<file path="config.mk">
export PLATFORM = sky130hd
export DESIGN_NAME = ysyx_22041207_pipe_stage
export DESIGN_NICKNAME = d
export VERILOG_FILES = /design/src/rtl/ysyx_22041207_pipe_stage.sv
export SDC_FILE = /design/constraint.sdc
export NUM_CORES = 1
export LEC_CHECK = 0
export ABC_CLOCK_PERIOD_IN_PS = 2850
export BUFFER_PORTS_ARGS = -buffer_cell sky130_fd_sc_hd__buf_2
export CAP_MARGIN = 30
export CORE_MARGIN = 2
export CORE_UTILIZATION = 46
export CTS_BUF_LIST = sky130_fd_sc_hd__clkbuf_8
export CTS_CLUSTER_SIZE = 30
export DETAILED_ROUTE_END_ITERATION = 8
export GPL_TIMING_DRIVEN = 0
export PLACE_DENSITY = 0.78
export REMOVE_ABC_BUFFERS = 1
export SETUP_SLACK_MARGIN = 0.05
export SYNTH_ARGS = -nofsm -noshare
export SYNTH_HDL_FRONTEND = slang
export SYNTH_SLANG_ARGS = --single-unit
</file>
<file path="constraint.sdc">
create_clock -name clk_i -period 2.85 [get_ports clk_i]
set_clock_uncertainty 0.1 [all_clocks]
set_input_delay 0.1425 -clock clk_i [delete_from_list [all_inputs] [get_ports clk_i]]
set_output_delay 0.1425 -clock clk_i [all_outputs]
set_load 0.02 [all_outputs]
</file>
<file path="src/rtl/ysyx_22041207_pipe_stage.sv">
// Elastic inter-stage pipeline register: DEPTH-entry FIFO holding WIDTH-bit payloads.
// Latency: 1 cycle. A push into an empty stage appears at the outputs on the next cycle.
// Backpressure: in_ready_o depends only on registered occupancy, rst, flush and hold.
//               It has no combinational path from out_ready_i.
//
// Ports:
//   clk_i, rst_i          clock; synchronous active-high reset
//   flush_i               drop all buffered entries and any push offered this cycle
//   hold_i                freeze the stage: no push, no pop; head stays visible
//   in_valid_i/_ready_o   upstream handshake carrying in_data_i
//   out_valid_o/_ready_i  downstream handshake carrying out_data_o (the head entry)
//   occupancy_o           number of entries currently stored
//   stall_cnt_o           cycles upstream offered data but was blocked (saturating)
//   bubble_cnt_o          cycles downstream was ready but the stage was empty (saturating)
// The perf counters exist only when YSYX_22041207_PIPE_PERF_EN is defined.
// Otherwise both counter outputs are tied to 0 and no counter flops are built.
module ysyx_22041207_pipe_stage #(
   parameter int WIDTH      = 64,
   parameter int DEPTH      = 2,
   parameter int ZERO_EMPTY = 1,
   parameter int CNT_W      = 32
) (
   input  logic                         clk_i,
   input  logic                         rst_i,
   input  logic                         flush_i,
   input  logic                         hold_i,
   input  logic                         in_valid_i,
   output logic                         in_ready_o,
   input  logic [WIDTH-1:0]             in_data_i,
   output logic                         out_valid_o,
   input  logic                         out_ready_i,
   output logic [WIDTH-1:0]             out_data_o,
   output logic [$clog2(DEPTH+1)-1:0]   occupancy_o,
   output logic [CNT_W-1:0]             stall_cnt_o,
   output logic [CNT_W-1:0]             bubble_cnt_o
);

   localparam int OCC_W = $clog2(DEPTH + 1);
   localparam int PTR_W = (DEPTH > 1) ? $clog2(DEPTH) : 1;
   localparam logic [OCC_W-1:0] OCC_FULL = OCC_W'(DEPTH);
   localparam logic [PTR_W-1:0] PTR_LAST = PTR_W'(DEPTH - 1);

   // Payload storage is deliberately left unreset.
   // Only the pointers and the occupancy count define which entries are live.
   logic [WIDTH-1:0] mem_q [DEPTH];

   logic [PTR_W-1:0] rd_ptr_q, rd_ptr_d;
   logic [PTR_W-1:0] wr_ptr_q, wr_ptr_d;
   logic [OCC_W-1:0] occ_q, occ_d;
   logic             push, pop;

   // Explicit wrap at DEPTH-1, so non-power-of-2 depths work.
   function automatic logic [PTR_W-1:0] ptr_inc(input logic [PTR_W-1:0] p);
      return (p == PTR_LAST) ? '0 : p + 1'b1;
   endfunction

   assign in_ready_o  = ~rst_i & ~flush_i & ~hold_i & (occ_q < OCC_FULL);
   assign out_valid_o = (occ_q != '0);
   assign push        = in_valid_i & in_ready_o;
   assign pop         = out_valid_o & out_ready_i & ~hold_i & ~flush_i;

   // When empty, out_data_o shows a zero word (a NOP bubble) if ZERO_EMPTY is set.
   // This hides stale storage contents from the next stage.
   assign out_data_o  = ((ZERO_EMPTY != 0) && !out_valid_o) ? '0 : mem_q[rd_ptr_q];
   assign occupancy_o = occ_q;

   always_comb begin
      rd_ptr_d = rd_ptr_q;
      wr_ptr_d = wr_ptr_q;
      occ_d    = occ_q;
      if (flush_i) begin
         rd_ptr_d = '0;
         wr_ptr_d = '0;
         occ_d    = '0;
      end else begin
         // hold_i already suppresses push/pop, so a held stage falls through unchanged.
         if (push) wr_ptr_d = ptr_inc(wr_ptr_q);
         if (pop)  rd_ptr_d = ptr_inc(rd_ptr_q);
         if (push && !pop)      occ_d = occ_q + 1'b1;
         else if (pop && !push) occ_d = occ_q - 1'b1;
      end
   end

   always_ff @(posedge clk_i) begin
      if (rst_i) begin
         rd_ptr_q <= '0;
         wr_ptr_q <= '0;
         occ_q    <= '0;
      end else begin
         rd_ptr_q <= rd_ptr_d;
         wr_ptr_q <= wr_ptr_d;
         occ_q    <= occ_d;
      end
   end

   always_ff @(posedge clk_i) begin
      if (push) mem_q[wr_ptr_q] <= in_data_i;
   end

`ifdef YSYX_22041207_PIPE_PERF_EN
   logic [CNT_W-1:0] stall_q;
   logic [CNT_W-1:0] bubble_q;
   logic             stall_inc;
   logic             bubble_inc;

   // Reset is handled by the register's reset branch, so it is left out of these terms.
   assign stall_inc  = in_valid_i & ~in_ready_o;
   assign bubble_inc = ~out_valid_o & out_ready_i & ~hold_i;

   // Only rst clears the counters; flush must not disturb the statistics.
   always_ff @(posedge clk_i) begin
      if (rst_i) begin
         stall_q  <= '0;
         bubble_q <= '0;
      end else begin
         if (stall_inc && (stall_q != '1))   stall_q  <= stall_q + 1'b1;
         if (bubble_inc && (bubble_q != '1)) bubble_q <= bubble_q + 1'b1;
      end
   end

   assign stall_cnt_o  = stall_q;
   assign bubble_cnt_o = bubble_q;
`else
   assign stall_cnt_o  = '0;
   assign bubble_cnt_o = '0;
`endif

endmodule
</file>
### After elaboration in Yosys (flattened, before gate mapping)

Memories as Yosys holds them, arrays and structs flattened. A register that Yosys moved wholly into a read port is not among the register bits.
Index checks and enable logic that the tools add are counted.

* add/subtract/negate cells: 4
* order comparisons: 1
* mux-type cells: 9
* bitwise operators: 10
* reductions and logical operators: 7

Operators with widths (count)
* 2-to-1 mux 64 bit: 1
* AND 1 bit: 7
* 2-to-1 mux 1 bit: 6
* 2-to-1 mux 2 bit: 2
* nonzero test 2 bit: 2
* NOT 1 bit: 3
* adder 1 bit, second input constant: 2
* adder 2 x 1 -> 2 bit, second input constant: 1
* logical AND 1 bit: 2
* logical NOT 1 bit: 2
* < comparator 2 bit, second input constant: 1
* OR reduction 2 bit: 1
* subtractor 2 x 1 -> 2 bit, second input constant: 1

* flip-flop bits (word level): 4
* memory bits (writable): 128
* input bits: 70
* output and inout port bits: 132
* word-level logic and storage cells: 35
* memories kept: 1

Memories
* mem_q: words 2, width 64, read ports 1, clocked after memory_dff 1, wr ports 1, line 45 `logic [WIDTH-1:0] mem_q [DEPTH];`

### Depth between registers and ports, before layout

* word-level depth: 9
* gate-level depth with buffers: 6
* depth with buffers taken out: 6

### Worst setup path before layout

Ideal clock, no wire load.

* path type: reg2reg
* from: register occ_q[1] (netlist: occupancy_o[1])
* to: memory mem_q[1][0], enable pin
* setup time: 0.429 ns
* data arrival time: 2.671 ns
* required time: 2.321 ns
* path slack: -0.350 ns
* cell stages (with the launch flop): 3
* path buffers: 0
* period minus slack after synthesis: 3.200 ns
* cells stage by stage: dfxtp_1 nor4_2 and3_1

* word-level cells in the longest chain between the ends: 5

Ends and longest elaborated chain
* start, declared: line 49 `logic [OCC_W-1:0] occ_q, occ_d;`
* start signal, assigned: line 88 `occ_q <= '0;`
* start signal, assigned: line 92 `occ_q <= occ_d;`
* < comparator 2 bit: line 57 `assign in_ready_o = ~rst_i & ~flush_i & ~hold_i & (occ_q < OCC_FULL);`
* AND 1 bit: line 57
* named net in_ready_o: line 28 `output logic in_ready_o,`
* AND 1 bit: line 59 `assign push = in_valid_i & in_ready_o;`
* 2-to-1 mux 1 bit: line 97 `if (push) mem_q[wr_ptr_q] <= in_data_i;`
* 2-to-1 mux 1 bit (implied by the code): line 97
* end, declared: line 45

The timed path passes the listed nets, and every way through them passes these cells.

### Worst setup path in the final report

* from: register occ_q[1] (netlist: occupancy_o[1])
* to: output out_data_o[36]

* word-level cells in the longest chain between the ends: 2

Ends and longest elaborated chain
* nonzero test 2 bit: line 58 `assign out_valid_o = (occ_q != '0);`
* 2-to-1 mux 64 bit: line 64 `assign out_data_o = ((ZERO_EMPTY != 0) && !out_valid_o) ? '0 : mem_q[rd_ptr_q];`
* end, declared: line 32 `output logic [WIDTH-1:0] out_data_o,`

Every way passes these cells.

==> flow_summary.toml <==
[run_status]
status = "finished, final reports clean"

[pwr]
p_sw_share_pct = 21.5
p_seq_share_pct = 53.3
p_switching_mw = 0.873
worst_ir_drop_vdd_mv = 0.454
clkPwrFrac_pct = 39.2
p_leak_nw = 2.85
cellPowerDensity_nw_per_um2 = 559
power_mw = 4.07
internal-power_mw = 3.19
pwr-share-comb_pct = 7.4

[yosys]
ys_async_sr_fraction_pct = 0
synth_top_family_by_area = "multiplexers"
synth_fa_ha_area_share_pct = 0.226
synth_ff_type = "edfxtp_1"
synth-simple-area-share_pct = 5.73
synth_cell_type_count = 22
synth_top_area_share_pct = 69.3
synth_top_cell_by_area = "edfxtp_1"
yosys.cell_count.top_type = "edfxtp_1"
synth_seq_cells = 133
synth_mux_area_share_pct = 11.6
syn-instance-count = 363
synthTopCellsByCount = "edfxtp_1 (128), buf_4 (70), nor2_1 (67)"
synth-edff-count = 128
synth_xor_area_share_pct = 0.474
synth_compound_area_share_pct = 0.542
yosysSeqAreaShare_pct = 71.2
yosys_warnings = 0
synth_area_per_cell_um2 = 15.3
ys_top_cells_by_area = "edfxtp_1 (69%), mux2i_1 (12%), buf_4 (9.5%)"
syn_area_um2 = 5540

[detailed_routing]
wl_per_cell_um = 14.9
first_pass_iters = 4
ant_nets = 0
drtIter0Drc = 104
via_per_inst = 4.60
wl_um = 11000
vias = 3386
drc = 0

[clocking]
clkTransAtPathRegs_ps = 70
cts_made_buffers = 17
postCtsHoldBufs = 68
clkSinkCount = 133
post_cts_buffers = 0
clk_path_buf_depth = 2
cts-root-buf = "clkbuf_8"
cts_resized = 0
htree_levels = 4
cts_tree = "built"
clk_latency_ps = 430

[min_path]
hold_path_class = "in2reg"
hold_end = "rd_ptr_q"
holdPathStages = 4
min_from = "out_ready_i"

[setup_path]
cp.arrival_ps = 2090
cp_data_required_time_ps = 2610
worstSetupPathType = "reg2out"
rr_worst_depth = 4
regToRegSetupSlack_ps = 560
crit_path_end_kind = "primary output"
crit_fanout = 33
timing.rr.end = "mem_q[0][18]"
worstSetupStartpointType = "flip-flop"
worstReg2RegStart = "occupancy_o[1]"

[floorplan]
dieArea_um2 = 12900
start_util_pct = 46.7
dieWidth_um = 114
rows = 40
die_h_um = 114
num_io_pins = 202
core_area_um2 = 11900

[sta]
post-route-period-util_pct = 81.9
worst_pin_slew_ps = 916
clock.fmax_mhz = 428
finalHoldViolCount = 0
rsz0062_at_grt = "false"
finalSetupViolations = 0
layout_setup_ws_ps = 516
finalCriticalPeriod_ps = 2330
slew_headroom_pct = 38.9
drv_slew = 0

[final_layout]
design_area_um2 = 7280
n_antenna_cell = 0
area_delta_synth_final_pct = 31.4
nNetsFinal = 647
fin_util_pct = 61.4
drive_gt1_share_pct = 30.2

[grt]
antenna_found_initial = 0
first_global_vias = 3335
grt_pass1_wl_um = 16200
grt.total_usage_pct = 16.8
grt_max_degree = 65
grt_overflow = 0

[placement]
hpwl_um = 6340
pre_cts_ws_ps = 627
io_buffers = 137
placed_cell_area_um2 = 6180
gp_congestion = 0.701

[job]
drv_cap = 0
==> cell type report <==
type                       instances  area, µm²
fill                             897       4580
sequential                       133       3950
timing repair buffer             209       1450
multi-input combinational        214       1280
clock buffer                      23        317
tap                              147        184
clock inverter                     9        100
inverter                           1       3.75
==> power groups by stage <==
stage	clock (mW)	combinational (mW)	sequential [mW]
3_5_place_dp	0	0.225	2.21
6_report	1.60	0.302	2.17
3_3_place_gp	0	0.212	2.22
5_1_grt	1.72	0.324	2.17
4_1_cts	1.63	0.298	2.17
2_1_floorplan	0	0.132	2.21
==> routing by layer <==
layer | vias up | share of wire [%] | GRT usage (%)
met5 | - | 0 | 0
met4 | 0 | 2.3 | 8.13
met3 | 21 | 6.1 | 5.63
met2 | 153 | 53 | 30.3
met1 | 1614 | 39 | 17.7
li1 | 1598 | - | -
==> registers in the layout, indices dropped and copies added (netlist names), named ones only <==
name and flops:
rd_ptr_q 1, mem_q 128, wr_ptr_q 1, occupancy_o 2
==> through the flow <==
step | hold WS, ps | cells | TNS [ps]
floorplan | 141 | 348 | -63320
global placement | 230 | 632 | -187360
detailed placement | 234 | 636 | 0
CTS | 32.7 | 736 | 0
global route | 43.5 | 736 | 0
finish | 62.0 | 736 | 0
==> critical path, stage by stage (launching register included) <==
cell and delay (ps):
dfxtp_1 410, nor2_4 710, buf_12 280, nor2_1 80
buf_2 160
==> logic make-up (layout without fill, tap and decap cells) <==
| logic type | count (synthesis) | count (layout) |
|---|---|---|
| AO/OA/AOI/OAI | 6 | 6 |
| XOR/XNOR | 3 | 3 |
| adder cells (fa/ha/maj) | 1 | 1 |
| buffers and inverters | 79 | 242 |
| flip-flops | 133 | 133 |
| multiplexers | 64 | 64 |
| other | 1 | 64 |
| AND/OR/NAND/NOR | 76 | 76 |
==> how the worst max path moves through the flow <==
stage	startpoint	end	depth (start not counted)
2_1_floorplan	occupancy_o[1]	mem_q[1][0]	2
3_3_place_gp	occupancy_o[1]	out_data_o[56]	3
3_5_place_dp	occupancy_o[1]	mem_q[0][62]	4
4_1_cts	occupancy_o[1]	out_data_o[36]	4
5_1_grt	occupancy_o[1]	out_data_o[23]	4
6_report	occupancy_o[1]	out_data_o[36]	4
==> cells in the final DEF, fill, tap and decap left out, types with 2 or more instances in the layout <==
master / instances
a21oi_1: 3
clkbuf_8: 23
bufinv_16: 2
inv_1: 3
buf_12: 4
buf_2: 137
mux2i_1: 64
xor2_1: 2
or3_1: 2
nor2_1: 66
conb_1: 64
dlygate4sd3_1: 68
clkinv_2: 2
edfxtp_1: 128
o21ai_0: 3
dfxtp_1: 4
clkinvlp_4: 3
No activity file was read; power rests on OpenSTA's default activity.
